File: config.mk
export PLATFORM = sky130hd
export DESIGN_NAME = seq_alu_flat
export DESIGN_NICKNAME = d
export VERILOG_FILES = /design/src/rtl/seq_alu_if.sv /design/src/rtl/seq_alu.sv /design/src/flat_wrapper.sv
export SDC_FILE = /design/constraint.sdc
export NUM_CORES = 1
export LEC_CHECK = 0
export BUFFER_PORTS_ARGS = -buffer_cell sky130_fd_sc_hd__buf_2
export CORE_MARGIN = 4
export CORE_UTILIZATION = 55
export CTS_CLUSTER_DIAMETER = 80
export DETAILED_ROUTE_END_ITERATION = 10
export PLACE_DENSITY = 0.83
export SYNTH_ARGS = -nofsm -noshare
export SYNTH_HDL_FRONTEND = slang
export SYNTH_SLANG_ARGS = --single-unit
File: constraint.sdc
create_clock -name clk -period 5 [get_ports clk]
set_clock_uncertainty 0.05 [all_clocks]
set_input_delay 1 -clock clk [delete_from_list [all_inputs] [get_ports clk]]
set_output_delay 1 -clock clk [all_outputs]
set_load 0.1 [all_outputs]
File: src/rtl/seq_alu_if.sv
// -----------------------------------------------------------------------------
// seq_alu_if
//   Request/response bundle for seq_alu.
//
//   Request channel  (master -> slave): in_valid, alu_op, func, a, b
//                    (slave -> master): in_ready
//   Response channel (slave -> master): out_valid, result, zero, illegal
//                    (master -> slave): out_ready
//
//   WIDTH must match the WIDTH parameter of the seq_alu bound to it.
// -----------------------------------------------------------------------------
interface seq_alu_if #(
    parameter int WIDTH = 32
);
    logic             in_valid;
    logic             in_ready;
    logic [1:0]       alu_op;
    logic [5:0]       func;
    logic [WIDTH-1:0] a;
    logic [WIDTH-1:0] b;
    logic             out_valid;
    logic             out_ready;
    logic [WIDTH-1:0] result;
    logic             zero;
    logic             illegal;

    // Requester / consumer side.
    modport master (
        output in_valid, alu_op, func, a, b, out_ready,
        input  in_ready, out_valid, result, zero, illegal
    );

    // ALU side.
    modport slave (
        input  in_valid, alu_op, func, a, b, out_ready,
        output in_ready, out_valid, result, zero, illegal
    );
endinterface

File: src/rtl/seq_alu.sv
// -----------------------------------------------------------------------------
// seq_alu
//   Sequential ALU with a valid/ready request port and a valid/ready result
//   port. One request is in flight at a time. add/sub/and/or/slt and illegal
//   opcodes complete in one cycle; multiply (MUL_EN=1) is an iterative
//   shift-add taking WIDTH cycles in the MUL state.
//
// Parameters
//   WIDTH   operand/result width, 4..64
//   MUL_EN  1 enables the multiply opcode, 0 decodes it as illegal
//
// Ports
//   clk     rising-edge clock
//   rst_n   asynchronous active-low reset
//   bus     seq_alu_if.slave:
//             in_valid/in_ready      request handshake
//             alu_op, func, a, b     request payload
//             out_valid/out_ready    result handshake
//             result, zero, illegal  result payload, stable while out_valid
// -----------------------------------------------------------------------------
module seq_alu #(
    parameter int WIDTH  = 32,
    parameter bit MUL_EN = 1'b1
) (
    input  logic       clk,
    input  logic       rst_n,
    seq_alu_if.slave   bus
);

    localparam int CW = $clog2(WIDTH + 1);

    typedef enum logic [1:0] {
        S_IDLE,
        S_MUL,
        S_DONE
    } state_e;

    typedef enum logic [2:0] {
        OP_ADD,
        OP_SUB,
        OP_AND,
        OP_OR,
        OP_SLT,
        OP_MUL,
        OP_ILL
    } op_e;

    state_e           state_q, state_d;
    op_e              op_dec;
    logic [WIDTH-1:0] alu_res;
    logic             accept;

    logic [WIDTH-1:0] res_q;     // result register, doubles as mul accumulator
    logic             ill_q;
    logic [WIDTH-1:0] mcand_q;   // multiplicand, shifted left each MUL cycle
    logic [WIDTH-1:0] mplier_q;  // multiplier, shifted right each MUL cycle
    logic [CW-1:0]    cnt_q;

    // Only func[3:0] is decoded; the upper bits are deliberately ignored.
    logic unused_func;
    assign unused_func = ^bus.func[5:4];

    // -------------------------------------------------------------------------
    // Opcode decode
    // -------------------------------------------------------------------------
    always_comb begin
        // NOTE: every variable written in always_comb gets a default first so
        // that no path leaves it unassigned, which would infer a latch.
        op_dec = OP_ILL;
        unique case (bus.alu_op)
            2'b00: op_dec = OP_ADD;
            2'b01: op_dec = OP_SUB;
            2'b10: begin
                case (bus.func[3:0])
                    4'h0:    op_dec = OP_ADD;
                    4'h2:    op_dec = OP_SUB;
                    4'h4:    op_dec = OP_AND;
                    4'h5:    op_dec = OP_OR;
                    4'hA:    op_dec = OP_SLT;
                    4'h8:    op_dec = MUL_EN ? OP_MUL : OP_ILL;
                    default: op_dec = OP_ILL;
                endcase
            end
            default: op_dec = OP_ILL;
        endcase
    end

    // -------------------------------------------------------------------------
    // Single-cycle datapath, evaluated on the live request operands and
    // captured into res_q at acceptance. Illegal opcodes yield zero.
    // -------------------------------------------------------------------------
    always_comb begin
        alu_res = '0;
        case (op_dec)
            OP_ADD:  alu_res = bus.a + bus.b;
            OP_SUB:  alu_res = bus.a - bus.b;
            OP_AND:  alu_res = bus.a & bus.b;
            OP_OR:   alu_res = bus.a | bus.b;
            OP_SLT:  alu_res = WIDTH'($signed(bus.a) < $signed(bus.b));
            default: alu_res = '0;
        endcase
    end

    // -------------------------------------------------------------------------
    // Control FSM: state register
    // -------------------------------------------------------------------------
    always_ff @(posedge clk or negedge rst_n) begin
        // NOTE: sequential state is written with non-blocking assignments so
        // every flop samples pre-edge values regardless of statement order.
        if (!rst_n) begin
            state_q <= S_IDLE;
        end else begin
            state_q <= state_d;
        end
    end

    // -------------------------------------------------------------------------
    // Control FSM: next state and handshake outputs
    // -------------------------------------------------------------------------
    always_comb begin
        state_d       = state_q;
        bus.in_ready  = 1'b0;
        bus.out_valid = 1'b0;
        accept        = 1'b0;

        case (state_q)
            S_IDLE: begin
                bus.in_ready = 1'b1;
                accept       = bus.in_valid;
                if (bus.in_valid) begin
                    state_d = (op_dec == OP_MUL) ? S_MUL : S_DONE;
                end
            end
            S_MUL: begin
                // The final partial product lands on the edge that leaves MUL.
                if (cnt_q == CW'(WIDTH - 1)) begin
                    state_d = S_DONE;
                end
            end
            S_DONE: begin
                bus.out_valid = 1'b1;
                if (bus.out_ready) begin
                    state_d = S_IDLE;
                end
            end
            default: state_d = S_IDLE;
        endcase
    end

    // -------------------------------------------------------------------------
    // Datapath registers
    //   IDLE+accept : capture single-cycle result, or load the multiply
    //   MUL         : one shift-add partial product per cycle
    //   DONE        : hold everything until the result handshake
    // -------------------------------------------------------------------------
    always_ff @(posedge clk or negedge rst_n) begin
        if (!rst_n) begin
            res_q    <= '0;
            ill_q    <= 1'b0;
            mcand_q  <= '0;
            mplier_q <= '0;
            cnt_q    <= '0;
        end else begin
            if (accept) begin
                cnt_q <= '0;
                ill_q <= (op_dec == OP_ILL);
                if (op_dec == OP_MUL) begin
                    res_q    <= '0;
                    mcand_q  <= bus.a;
                    mplier_q <= bus.b;
                end else begin
                    res_q <= alu_res;
                end
            end else if (state_q == S_MUL) begin
                // Bits shifted out of mcand_q only affect product bits at or
                // above WIDTH, which are discarded anyway.
                if (mplier_q[0]) begin
                    res_q <= res_q + mcand_q;
                end
                mcand_q  <= mcand_q << 1;
                mplier_q <= mplier_q >> 1;
                cnt_q    <= cnt_q + CW'(1);
            end
        end
    end

    assign bus.result  = res_q;
    assign bus.zero    = (res_q == '0);
    assign bus.illegal = ill_q;

endmodule
File: src/flat_wrapper.sv
// flat-port wrapper written by rule: the top's interface ports become plain ports
module seq_alu_flat 
#(
    parameter int WIDTH  = 32,
    parameter bit MUL_EN = 1'b1
)
  (clk, rst_n, bus_in_valid, bus_alu_op, bus_func, bus_a, bus_b, bus_out_ready, bus_in_ready, bus_out_valid, bus_result, bus_zero, bus_illegal);
  seq_alu_if #(.WIDTH(WIDTH)) bus_i ();
  input  logic clk;
  input  logic rst_n;
  input wire logic [$bits(bus_i.in_valid)-1:0] bus_in_valid;
  input wire logic [$bits(bus_i.alu_op)-1:0] bus_alu_op;
  input wire logic [$bits(bus_i.func)-1:0] bus_func;
  input wire logic [$bits(bus_i.a)-1:0] bus_a;
  input wire logic [$bits(bus_i.b)-1:0] bus_b;
  input wire logic [$bits(bus_i.out_ready)-1:0] bus_out_ready;
  output wire logic [$bits(bus_i.in_ready)-1:0] bus_in_ready;
  output wire logic [$bits(bus_i.out_valid)-1:0] bus_out_valid;
  output wire logic [$bits(bus_i.result)-1:0] bus_result;
  output wire logic [$bits(bus_i.zero)-1:0] bus_zero;
  output wire logic [$bits(bus_i.illegal)-1:0] bus_illegal;
  assign bus_i.in_valid = bus_in_valid;
  assign bus_i.alu_op = bus_alu_op;
  assign bus_i.func = bus_func;
  assign bus_i.a = bus_a;
  assign bus_i.b = bus_b;
  assign bus_i.out_ready = bus_out_ready;
  assign bus_in_ready = bus_i.in_ready;
  assign bus_out_valid = bus_i.out_valid;
  assign bus_result = bus_i.result;
  assign bus_zero = bus_i.zero;
  assign bus_illegal = bus_i.illegal;
  seq_alu #(.WIDTH(WIDTH), .MUL_EN(MUL_EN)) u_core (.clk(clk), .rst_n(rst_n), .bus(bus_i));
endmodule
==> summary.txt, run 1 <==
Status
  • Status: completed

Setup path
  • Reg2Reg Depth: 13
  • Crit-path cells: buf_2 -> inv_1 -> ha_1 -> inv_1 -> a2111oi_0 -> a2111o_1 -> o211ai_1 -> a31oi_1 -> o21ai_0 -> a31oi_1 -> xnor2_1 -> a211oi_1 -> o32ai_1
  • Crit Path Max Fanout: 10
  • CP Buf/Inv Count: 3
  • R2R Setup Slk: between 0.8 and 0.9 ns
  • Max incr delay on CP: roughly 0.6 ns
  • CP max stage cell: a2111oi_0
  • WP data required: a little over 5 ns
  • CP Launch Type: input pin
  • Cell family with most CP delay: compound AO/OA/AOI/OAI gates
  • Worst reg2reg path startpoint: u_core.bus.result[0]$_DFFE_PN0P_
  • Critical Path AT: 4.60 ns
  • Crit end category: register
  • Crit Path Class: input pin to register
  • Reg2reg end: u_core.bus.result[28]$_DFFE_PN0P_

Floorplanning
  • I/O pins: 112
  • Row count: between 50 and 60
  • Die H: ~150 um
  • Die area: about 23000 um^2
  • Die Width: 151 um
  • Core area: around 20000 um^2
  • Starting density of the core: 55.8%

STA
  • Hold Worst Slack: roughly 0.43 ns
  • Final min period: around 4.4 ns
  • Fin crit share: roughly 90%
  • # setup viols final: 0
  • Fmax: roughly 230 MHz
  • Final Max Tran Viols: 0
  • Final Hold Vio Count: 0
  • Relative slew slack: 23.8%
  • Setup WS post-layout: approximately 0.57 ns
  • RSZ-0062 raised after global routing: false
  • TNS Setup: 0 ns
  • Least-Margin Pin Slew: 1.11 ns

Synthesis
  • Largest area contributor in the netlist: dfrtp_1
  • XOR/XNOR Fraction of Synth Area: just over 3%
  • Fraction of the mapped netlist area in compound gates: about 29%
  • Syn_area_per_cell: 7.80 um^2
  • Count of flip-flops with a built-in enable after synthesis: 0
  • Seq cells post-synth: roughly 110
  • Fraction of the yosys area taken by sequential cells: a little under a quarter
  • Top FF cell, synth: dfrtp_1
  • Synth Net Count: 1670
  • Cells after Synth: 1448
  • Netlist Area Pre-Place: ~11000 um^2
  • Distinct cells, synth: 77
  • Top-area cell type share of the netlist area: a little under a quarter
  • Area contributors post-synth: dfrtp_1 23%, ha_1 16%, o21ai_0 6.4%
  • Synth top cells by count: 157 x nand2_1, 144 x o21ai_0, 143 x ha_1, 131 x a21oi_1, 114 x nor2_1
  • Synth Area in Simple Gates: roughly 16%
  • Yosys warns: 0
  • Post-synthesis mux area share: 6.55%
  • Largest family of logic cells by synthesized area: compound AO/OA/AOI/OAI gates
  • Async set-reset flop share out of synthesis: 100%
  • Top-count cell post-synth: nand2_1
  • Area share of fa/ha/maj cells after synthesis: approximately 16%

Routing
  • DRC: 0
  • Post-Route WL: roughly 35 mm
  • First-pass DRT Iterations: 7
  • Drt via density: roughly 6.4
  • Via count: between 10000 and 15000
  • DRT iter0 DRCs: approximately 1400
  • ANT nets after route: 0
  • WL/cell: around 20 um

Min path
  • Hold Startpoint: u_core.mplier_q[23]$_DFFE_PN0P_
  • Min-Delay Path Depth: 2
  • Hold Crit Class: register to register
  • Hold Path End: u_core.mplier_q[23]$_DFFE_PN0P_

CTS
  • CTS tree: built
  • Post-CTS Hold Fix Bufs: 0
  • TritonCTS Sinks: roughly 110
  • Clock transition at path regs: ~0.080 ns
  • Clock Latency Late Sink: roughly 0.37 ns
  • TritonCTS Buffers: 9
  • Cts repair resizes: 0
  • CTS max path bufs: 2
  • Clock root buffer: clkbuf_16
  • Postcts setup bufs: 0
  • # H-tree levels: 3

GRT
  • Vias in the first global route: slightly above 10000
  • Largest net degree at the start of global routing: ~130
  • Gr ovfl total: 0
  • First-pass GRT wire length: approximately 55 mm
  • GRT Util Overall: around 30%
  • Initial antenna violation count: 4

Cells and area
  • Core Util, Final: just over 60%
  • Cell area after layout: approximately 12000 um^2
  • # nets final: 1729
  • Share of cells above drive strength 1: 11.6%
  • Final std cells w/o fill: 1784
  • Layout area overhead: 9.32%

Placed design
  • Place WS: roughly 0.34 ns
  • # port buffers: 109
  • Placed cell area: roughly 12000 um^2
  • Global placement routability congestion: 1.01
  • Final HPWL DP: roughly 27 mm
  • Cells after DPL: roughly 1800

Job
  • Max cap viols: 0

Power and ir drop
  • Sw frac: between 40% and 50%
  • Clock network power share: a little over a fifth
  • Cell area power density: roughly 290 nW/um^2
  • Comb pwr share: 48.9%
  • Max VDD drop: 179 uV
  • Flop pwr share: 30.3%
  • Leakage: approximately 5.8 nW
  • Power, Total: 3.56 mW
  • Switching Power: 1.75 mW
  • Internal: around 1.8 mW
-- worst max-delay path by stage --
stage,from,to,depth (start not counted)
detailed placement,bus_a[0],u_core.bus.result[26]$_DFFE_PN0P_,14
global route,bus_a[11],u_core.bus.result[26]$_DFFE_PN0P_,13
floorplan,bus_b[4],u_core.bus.result[27]$_DFFE_PN0P_,13
global placement,bus_a[0],u_core.bus.result[26]$_DFFE_PN0P_,14
CTS,bus_a[0],u_core.bus.result[26]$_DFFE_PN0P_,14
finish,bus_a[11],u_core.bus.result[26]$_DFFE_PN0P_,13
-- cells by family (layout without fill, tap and decap cells) --
family | count (synthesis) | after routing
adders and majority gates | 146 | 146
other | 0 | 2
and+or+nand+nor | 398 | 398
AOI/OAI and AO/OA | 505 | 505
buffers and inverters | 181 | 245
DFF | 105 | 105
muxes | 73 | 73
xor gates and xnor gates | 40 | 40
-- sequential cells by signal, summed over array words and instances, names as in the netlist --
register / flops
u_core.bus.illegal: 1
u_core.bus.result: 32
u_core.mcand_q: 32
u_core.mplier_q: 32
u_core.cnt_q: 6
u_core.state_q: 2
-- per-layer routing --
metal	vias up	share of wire (%)	global-route usage, %
met4	6	2.2	7.07
met3	69	11	7.12
met5	-	0.11	0
li1	5354	-	-
met2	591	43	44.3
met1	5394	44	44.3
-- power by group through the flow --
| stage | Sequential (mW) | Combinational (mW) | Clock, mW |
|---|---|---|---|
| floorplan | 1.48 | 0.875 | 0 |
| global placement | 1.09 | 1.67 | 0 |
| detailed placement | 1.09 | 1.70 | 0 |
| CTS | 1.07 | 1.71 | 0.744 |
| global route | 1.09 | 1.87 | 0.782 |
| finish | 1.08 | 1.74 | 0.739 |
-- area by class of cell --
type                            instances  area, um^2
Clock buffer                           10         229
Tap cell                              270         338
Multi-Input combinational cell       1162        8010
Antenna cell                            2        5.00
Inverter                               99         372
Fill cell                            1769        7890
Clock inverter                          6        56.3
Timing Repair Buffer                  130         706
Sequential cell                       105        2630
-- placed cells by master (no fill, tap or decap), types with 17 or more instances in the layout --
master,synthesis,final
nand2_1,157,157
o21ai_0,144,144
ha_1,143,143
a21oi_1,131,130
nor2_1,114,113
buf_2,2,108
dfrtp_1,105,105
inv_1,99,99
mux2i_1,69,69
nand3_1,23,23
o211ai_1,23,23
a21o_1,22,22
buf_4,0,22
xor2_1,20,20
xnor2_1,20,20
a211oi_1,18,18
nor3_1,17,17
a31oi_1,17,17
o21bai_1,17,17
o22ai_1,17,17
-- worst min-delay path, cell delays in order, from the launching register on --
cell     delay, ns
dfrtp_1       0.34
nand2_1       0.04
o21ai_0       0.06
Note: power is estimated with default switching activity, not from simulation.
==> run 2, diff against run 1 <==
--- a/config.mk
+++ b/config.mk
@@ -10,7 +10,9 @@
 export CORE_UTILIZATION = 55
 export CTS_CLUSTER_DIAMETER = 80
 export DETAILED_ROUTE_END_ITERATION = 10
+export HOLD_SLACK_MARGIN = 0.08
 export PLACE_DENSITY = 0.83
+export REMOVE_ABC_BUFFERS = 1
 export SYNTH_ARGS = -nofsm -noshare
 export SYNTH_HDL_FRONTEND = slang
 export SYNTH_SLANG_ARGS = --single-unit
==> run 2 against run 1 <==
Effect of this change: sequential power barely moved; power hardly changed; critical path depth stayed put; design area up 0.32%; utilization increased by 0.20 points; maximum frequency up 3.1%; combinational power hardly changed; register-to-register slack better by 0.28 ns; count of clock-buffer cells in the layout is 3 higher.
==> summary.txt, run 2 (synthesized netlist as in run 1, its figures left out) <==
Floorplanning
  • Starting density of the core: 55.8% (unchanged)
  • Row count: 52 (unchanged)
  • Die H: 151 um (unchanged)
  • Core area: 20200 um^2 (unchanged)
  • Die area: 22900 um^2 (unchanged)
  • I/O pins: 112 (unchanged)
  • Die Width: 151 um (unchanged)

Placed design
  • Global placement routability congestion: 0.962 (-4.8%)
  • Place WS: 0.388 ns (+0.0462 ns)
  • # port buffers: 109 (unchanged)
  • Final HPWL DP: 26.0 mm (-2.2%)

STA
  • Hold Worst Slack: 0.434 ns (+0.000147 ns)
  • # setup viols final: 0 (unchanged)
  • Final Hold Vio Count: 0 (unchanged)
  • RSZ-0062 raised after global routing: false
  • Setup WS post-layout: 0.704 ns (+0.133 ns)
  • Relative slew slack: 19.7% (-4.1 points)
  • Final min period: 4.30 ns (-0.133 ns)
  • Fin crit share: 85.9% (-2.7 points)
  • Final Max Tran Viols: 0 (unchanged)
  • Least-Margin Pin Slew: 1.21 ns (+0.0909 ns)
  • Fmax: 233 MHz (+3.1%)

CTS
  • Postcts setup bufs: 0 (unchanged)
  • Clock Latency Late Sink: 0.36 ns (about the same)
  • Clock transition at path regs: 0.07 ns (about the same)
  • Cts repair resizes: 0 (unchanged)
  • Post-CTS Hold Fix Bufs: 0 (unchanged)
  • TritonCTS Buffers: 9 (unchanged)
  • Clock root buffer: clkbuf_16
  • TritonCTS Sinks: 105 (unchanged)
  • CTS tree: built
  • # H-tree levels: 3 (unchanged)
  • CTS max path bufs: 2 (unchanged)

GRT
  • Vias in the first global route: 10600 (+2.1%)
  • Gr ovfl total: 0 (unchanged)
  • First-pass GRT wire length: 54.5 mm (-0.59%)
  • GRT Util Overall: 29.8% (-0.23 points)
  • Initial antenna violation count: 1 (-3)
  • Largest net degree at the start of global routing: 71 (-45%)

Setup path
  • R2R Setup Slk: 1.14 ns (+0.28 ns)
  • Crit end category: register
  • Crit Path Class: input pin to register
  • Critical Path AT: 4.47 ns (-0.13 ns)
  • WP data required: 5.18 ns (about the same)
  • Crit Path Max Fanout: 5 (-5)
  • CP Launch Type: input pin

Power and ir drop
  • Leakage: 5.79 nW (+0.44%)
  • Max VDD drop: 165 uV (-7.3%)
  • Cell area power density: 287 nW/um^2 (-0.39%)
  • Power, Total: 3.55 mW (about the same)

Routing
  • DRT iter0 DRCs: 1202 (-15%)
  • Drt via density: 6.31 (-1.4%)
  • Post-Route WL: 34.5 mm (-1.5%)
  • ANT nets after route: 0 (unchanged)
  • WL/cell: 19.3 um (-1.6%)
  • First-pass DRT Iterations: 6 (-1)
  • Via count: 11300 (-1.3%)
  • DRC: 0 (unchanged)

Cells and area
  • Layout area overhead: 9.68%
  • Most frequent cells in the layout: 157 x nand2_1, 144 x o21ai_0, 143 x ha_1, 130 x a21oi_1, 113 x nor2_1
  • # nets final: 1733 (+0.23%)
  • Share of cells above drive strength 1: 11.7% (+0.11 points)
  • Commonest non-fill, non-tap cell in the layout: nand2_1

Min path
  • Hold Crit Class: register to register

Job
  • Max cap viols: 0 (unchanged)

Status
  • Status: completed
-- run 2: cell types whose count changed in the layout (fill, tap and decap cells not counted), sizes merged --
| cell | change |
|---|---|
| diode | -1 |
| bufinv | +1 |
| buf | +4 |
| clkbuf | +3 |
| inv | -5 |
-- run 2: layout make-up --
cell class	instances	area (um^2)
timing repair buffer	134	736
clock inverter	2	37.5
clock buffer	13	260
tap	270	338
fill	1845	7850
multi-input combinational	1162	8010
sequential	105	2630
inverter	99	372
antenna	1	2.50
-- run 2: worst paths after layout --
check                                               start                           endpoint  cells past startpoint
setup / recovery                                 bus_b[1]  u_core.bus.result[27]$_DFFE_PN0P_                     13
hold / removal             u_core.mplier_q[9]$_DFFE_PN0P_     u_core.mplier_q[9]$_DFFE_PN0P_                      2
setup reg to reg            u_core.mcand_q[8]$_DFFE_PN0P_  u_core.bus.result[31]$_DFFE_PN0P_                     11
hold reg to reg            u_core.mplier_q[9]$_DFFE_PN0P_     u_core.mplier_q[9]$_DFFE_PN0P_                      2
max in group asynchronous                           rst_n   u_core.bus.result[7]$_DFFE_PN0P_                      2
min in group asynchronous                           rst_n    u_core.mplier_q[28]$_DFFE_PN0P_                      1
-- run 2: report_power, final --
part	switching, mW	internal [mW]
clock network	0.332	0.414
registers	0.129	0.951
logic	1.22	0.510
total	1.68	1.88
-- run 2: critical path, cell delays in order --
cell and delay (ns):
buf_2 0.16, inv_1 0.08, ha_1 0.22, or2_2 0.29, o211ai_1 0.30, a2111o_1 0.23
a21oi_1 0.13, a311oi_1 0.52, nor4_1 0.16, a211oi_1 0.44, mux2_2 0.40, a221oi_1 0.42
o211ai_1 0.14
-- run 2: metal layers --
metal / GRT usage [%] / vias up / part of all wire, %
met1: 40.6 / 5290 / 43
met4: 10.3 / 0 / 2.7
met5: 0 / - / 0
met3: 5.00 / 72 / 8.5
met2: 47.9 / 539 / 45
li1: - / 5370 / -
-- run 2: through the flow --
stage / cells / TNS [ns] / utilization (%) / area [um^2]
after floorplan: 1366 / -58.11 / - / 11000
after global routing: 1786 / 0 / 61.2 / 12400
after detailed placement: 1770 / 0 / 59.7 / 12100
after CTS: 1785 / 0 / 61.2 / 12400
final: 1786 / 0 / 61.2 / 12400
after global placement: 1770 / 0 / 59.7 / 12100
==> run 3, diff against run 2 <==
--- a/config.mk
+++ b/config.mk
@@ -12,7 +12,7 @@
 export DETAILED_ROUTE_END_ITERATION = 10
 export HOLD_SLACK_MARGIN = 0.08
 export PLACE_DENSITY = 0.83
-export REMOVE_ABC_BUFFERS = 1
+export RECOVER_POWER = 100
 export SYNTH_ARGS = -nofsm -noshare
 export SYNTH_HDL_FRONTEND = slang
 export SYNTH_SLANG_ARGS = --single-unit
==> run 3 against run 2 <==
Effect of this change: cell count down 0.17%; clock power is 0.9% lower; critical path type unchanged; sequential cell count unchanged; critical endpoint is now u_core.bus.result[10]$_DFFE_PN0P_; sequential power about the same; worst hold slack hardly changed; power decreased by 0.37%; combinational power about the same; critical path depth shrank 6; the flow now finishes with violations (max-capacitance violations, max-slew violations); largest power group unchanged.
==> summary.txt, run 3 (synthesized netlist as in run 1, its figures left out) <==
Routing
  • Drt via density: 6.47 (+2.6%)
  • First-pass DRT Iterations: 6 (unchanged)
  • DRC: 0 (unchanged)
  • DRT iter0 DRCs: 1424 (+18%)
  • ANT nets after route: 0 (unchanged)
  • WL/cell: 19.7 um (+1.7%)
  • Via count: 11500 (+2.4%)
  • Post-Route WL: 35.0 mm (+1.6%)

CTS
  • CTS tree: built
  • CTS max path bufs: 2 (unchanged)
  • TritonCTS Buffers: 9 (unchanged)
  • TritonCTS Sinks: 105 (unchanged)
  • # H-tree levels: 3 (unchanged)
  • Postcts setup bufs: 0 (unchanged)
  • Clock transition at path regs: 0.08 ns (about the same)
  • Clock root buffer: clkbuf_16
  • Clock Latency Late Sink: 0.37 ns (about the same)
  • Cts repair resizes: 0 (unchanged)
  • Post-CTS Hold Fix Bufs: 0 (unchanged)

GRT
  • Initial antenna violation count: 4 (+3)
  • Largest net degree at the start of global routing: 129 (+82%)
  • GRT Util Overall: 30.0% (+0.23 points)
  • First-pass GRT wire length: 54.9 mm (+0.60%)
  • Vias in the first global route: 10400 (-2.0%)
  • Gr ovfl total: 0 (unchanged)

Cells and area
  • Most frequent cells in the layout: 157 x nand2_1, 144 x o21ai_0, 143 x ha_1, 131 x a21oi_1, 113 x nor2_1
  • Fill count: 1804 (-2.2%)
  • Register area: 2630 um^2 (unchanged)
  • # nets final: 1729 (-0.23%)
  • Commonest non-fill, non-tap cell in the layout: nand2_1
  • Share of cells above drive strength 1: 8.73% (-3.0 points)
  • Layout area overhead: 8.60%
  • Area of the multi-input gates: 8000 um^2 (-0.14%)

Status
  • Status: finished with violations
  • Failing checks: max-capacitance violations, max-slew violations

STA
  • TNS Setup: 0 ns (unchanged)
  • Final min period: 4.67 ns (+0.369 ns)
  • Least-Margin Pin Slew: 2.87 ns (+1.67 ns)
  • Fmax: 214 MHz (-7.9%)
  • Relative slew slack: -91.7% (-110 points)
  • # setup viols final: 0 (unchanged)
  • RSZ-0062 raised after global routing: false
  • Fin crit share: 93.3% (+7.4 points)
  • Final Max Tran Viols: 267 (+267)
  • Final Hold Vio Count: 0 (unchanged)
  • Hold Worst Slack: 0.434 ns (-0.000408 ns)

Setup path
  • Cell family with most CP delay: compound AO/OA/AOI/OAI gates
  • Max incr delay on CP: 2.16 ns (+1.64 ns)
  • CP max stage cell: a21oi_1
  • Critical Path AT: 4.91 ns (+0.44 ns)
  • WP data required: 5.25 ns (+0.07 ns)
  • Crit end category: register
  • CP Launch Type: input pin
  • CP Buf/Inv Count: 1 (-1)
  • Cell mode on critical path: a21oi_1
  • Crit Path Class: input pin to register
  • Crit-path cells: clkbuf_1 -> nor2_1 -> nand2_1 -> a21oi_1 -> a2111oi_0 -> or3_1 -> a21oi_1
  • Crit Path Max Fanout: 29 (+24)

Floorplanning
  • Starting density of the core: 55.8% (unchanged)
  • Die H: 151 um (unchanged)
  • Row count: 52 (unchanged)
  • I/O pins: 112 (unchanged)
  • Core area: 20200 um^2 (unchanged)
  • Die area: 22900 um^2 (unchanged)
  • Die Width: 151 um (unchanged)

Placed design
  • # port buffers: 109 (unchanged)
  • Final HPWL DP: 26.6 mm (+2.3%)
  • Global placement routability congestion: 1.01 (+5.0%)

Power and ir drop
  • Max VDD drop: 178 uV (+7.7%)
  • Cell area power density: 289 nW/um^2 (+0.61%)
  • Leakage: 5.63 nW (-2.7%)

Job
  • Max cap viols: 4 (+4)

Min path
  • Hold Crit Class: register to register
==> run 3: cell count changes in the layout (fill, tap and decap cells not counted), sizes merged <==
cell / delta
bufinv: -1
clkbuf: +42
buf: -49
inv: +5
==> run 3: final timing paths <==
path	startpoint	endpoint	slack [ns]	cells past startpoint
setup / recovery	bus_func[2]	u_core.bus.result[10]$_DFFE_PN0P_	0.33	7
hold / removal	u_core.mplier_q[23]$_DFFE_PN0P_	u_core.mplier_q[23]$_DFFE_PN0P_	0.43	2
setup reg to reg	u_core.bus.result[0]$_DFFE_PN0P_	u_core.bus.result[28]$_DFFE_PN0P_	0.85	13
hold reg to reg	u_core.mplier_q[23]$_DFFE_PN0P_	u_core.mplier_q[23]$_DFFE_PN0P_	0.43	2
max in group asynchronous	rst_n	u_core.mplier_q[6]$_DFFE_PN0P_	1.38	2
min in group asynchronous	rst_n	u_core.bus.result[25]$_DFFE_PN0P_	1.14	1
==> run 3: layout make-up <==
class                   instances  share of cell area, %
diodes                          1                 0.0204
clock buffers                  10                   1.87
clock inverters                 6                  0.459
inverters                      99                   3.03
multi-input cells            1162                   65.2
flip-flops and latches        105                   21.4
well taps                     270                   2.76
repair buffers                130                   5.20
==> run 3: power by group <==
group / internal (mW) / switching (mW) / leakage [nW] / total [mW]
clock network: 0.353 / 0.387 / 0.138 / 0.740
registers: 0.951 / 0.130 / 1.39 / 1.08
logic: 0.488 / 1.23 / 4.11 / 1.72
total: 1.79 / 1.75 / 5.63 / 3.54
==> run 3: per-layer routing <==
layer	vias to the layer above	GRT usage, %	part of all wire, %
met3	79	7.12	11
met1	5494	44.3	44
met5	-	0	0.11
met4	6	7.07	2.3
met2	605	44.3	43
li1	5359	-	-
==> run 3: tightest hold or removal path, stage by stage, from the launching register on <==
cell	delay, ns
dfrtp_1	0.34
nand2_1	0.04
o21ai_0	0.06
==> run 3: per-stage QoR <==
| step | utilization (%) | setup WS, ns | cells | power [mW] | instance area, um^2 |
|---|---|---|---|---|---|
| final | 60.6 | 0.335 | 1783 | 3.54 | 12300 |
| after global routing | 60.6 | 0.233 | 1783 | 3.72 | 12300 |
| after CTS | 61.0 | 0.731 | 1782 | 3.53 | 12300 |
| after detailed placement | 59.6 | 0.342 | 1766 | 2.79 | 12100 |
| after global placement | 59.6 | 0.395 | 1766 | 2.76 | 12100 |
| after floorplan | - | 1.01 | 1448 | 2.36 | 11300 |
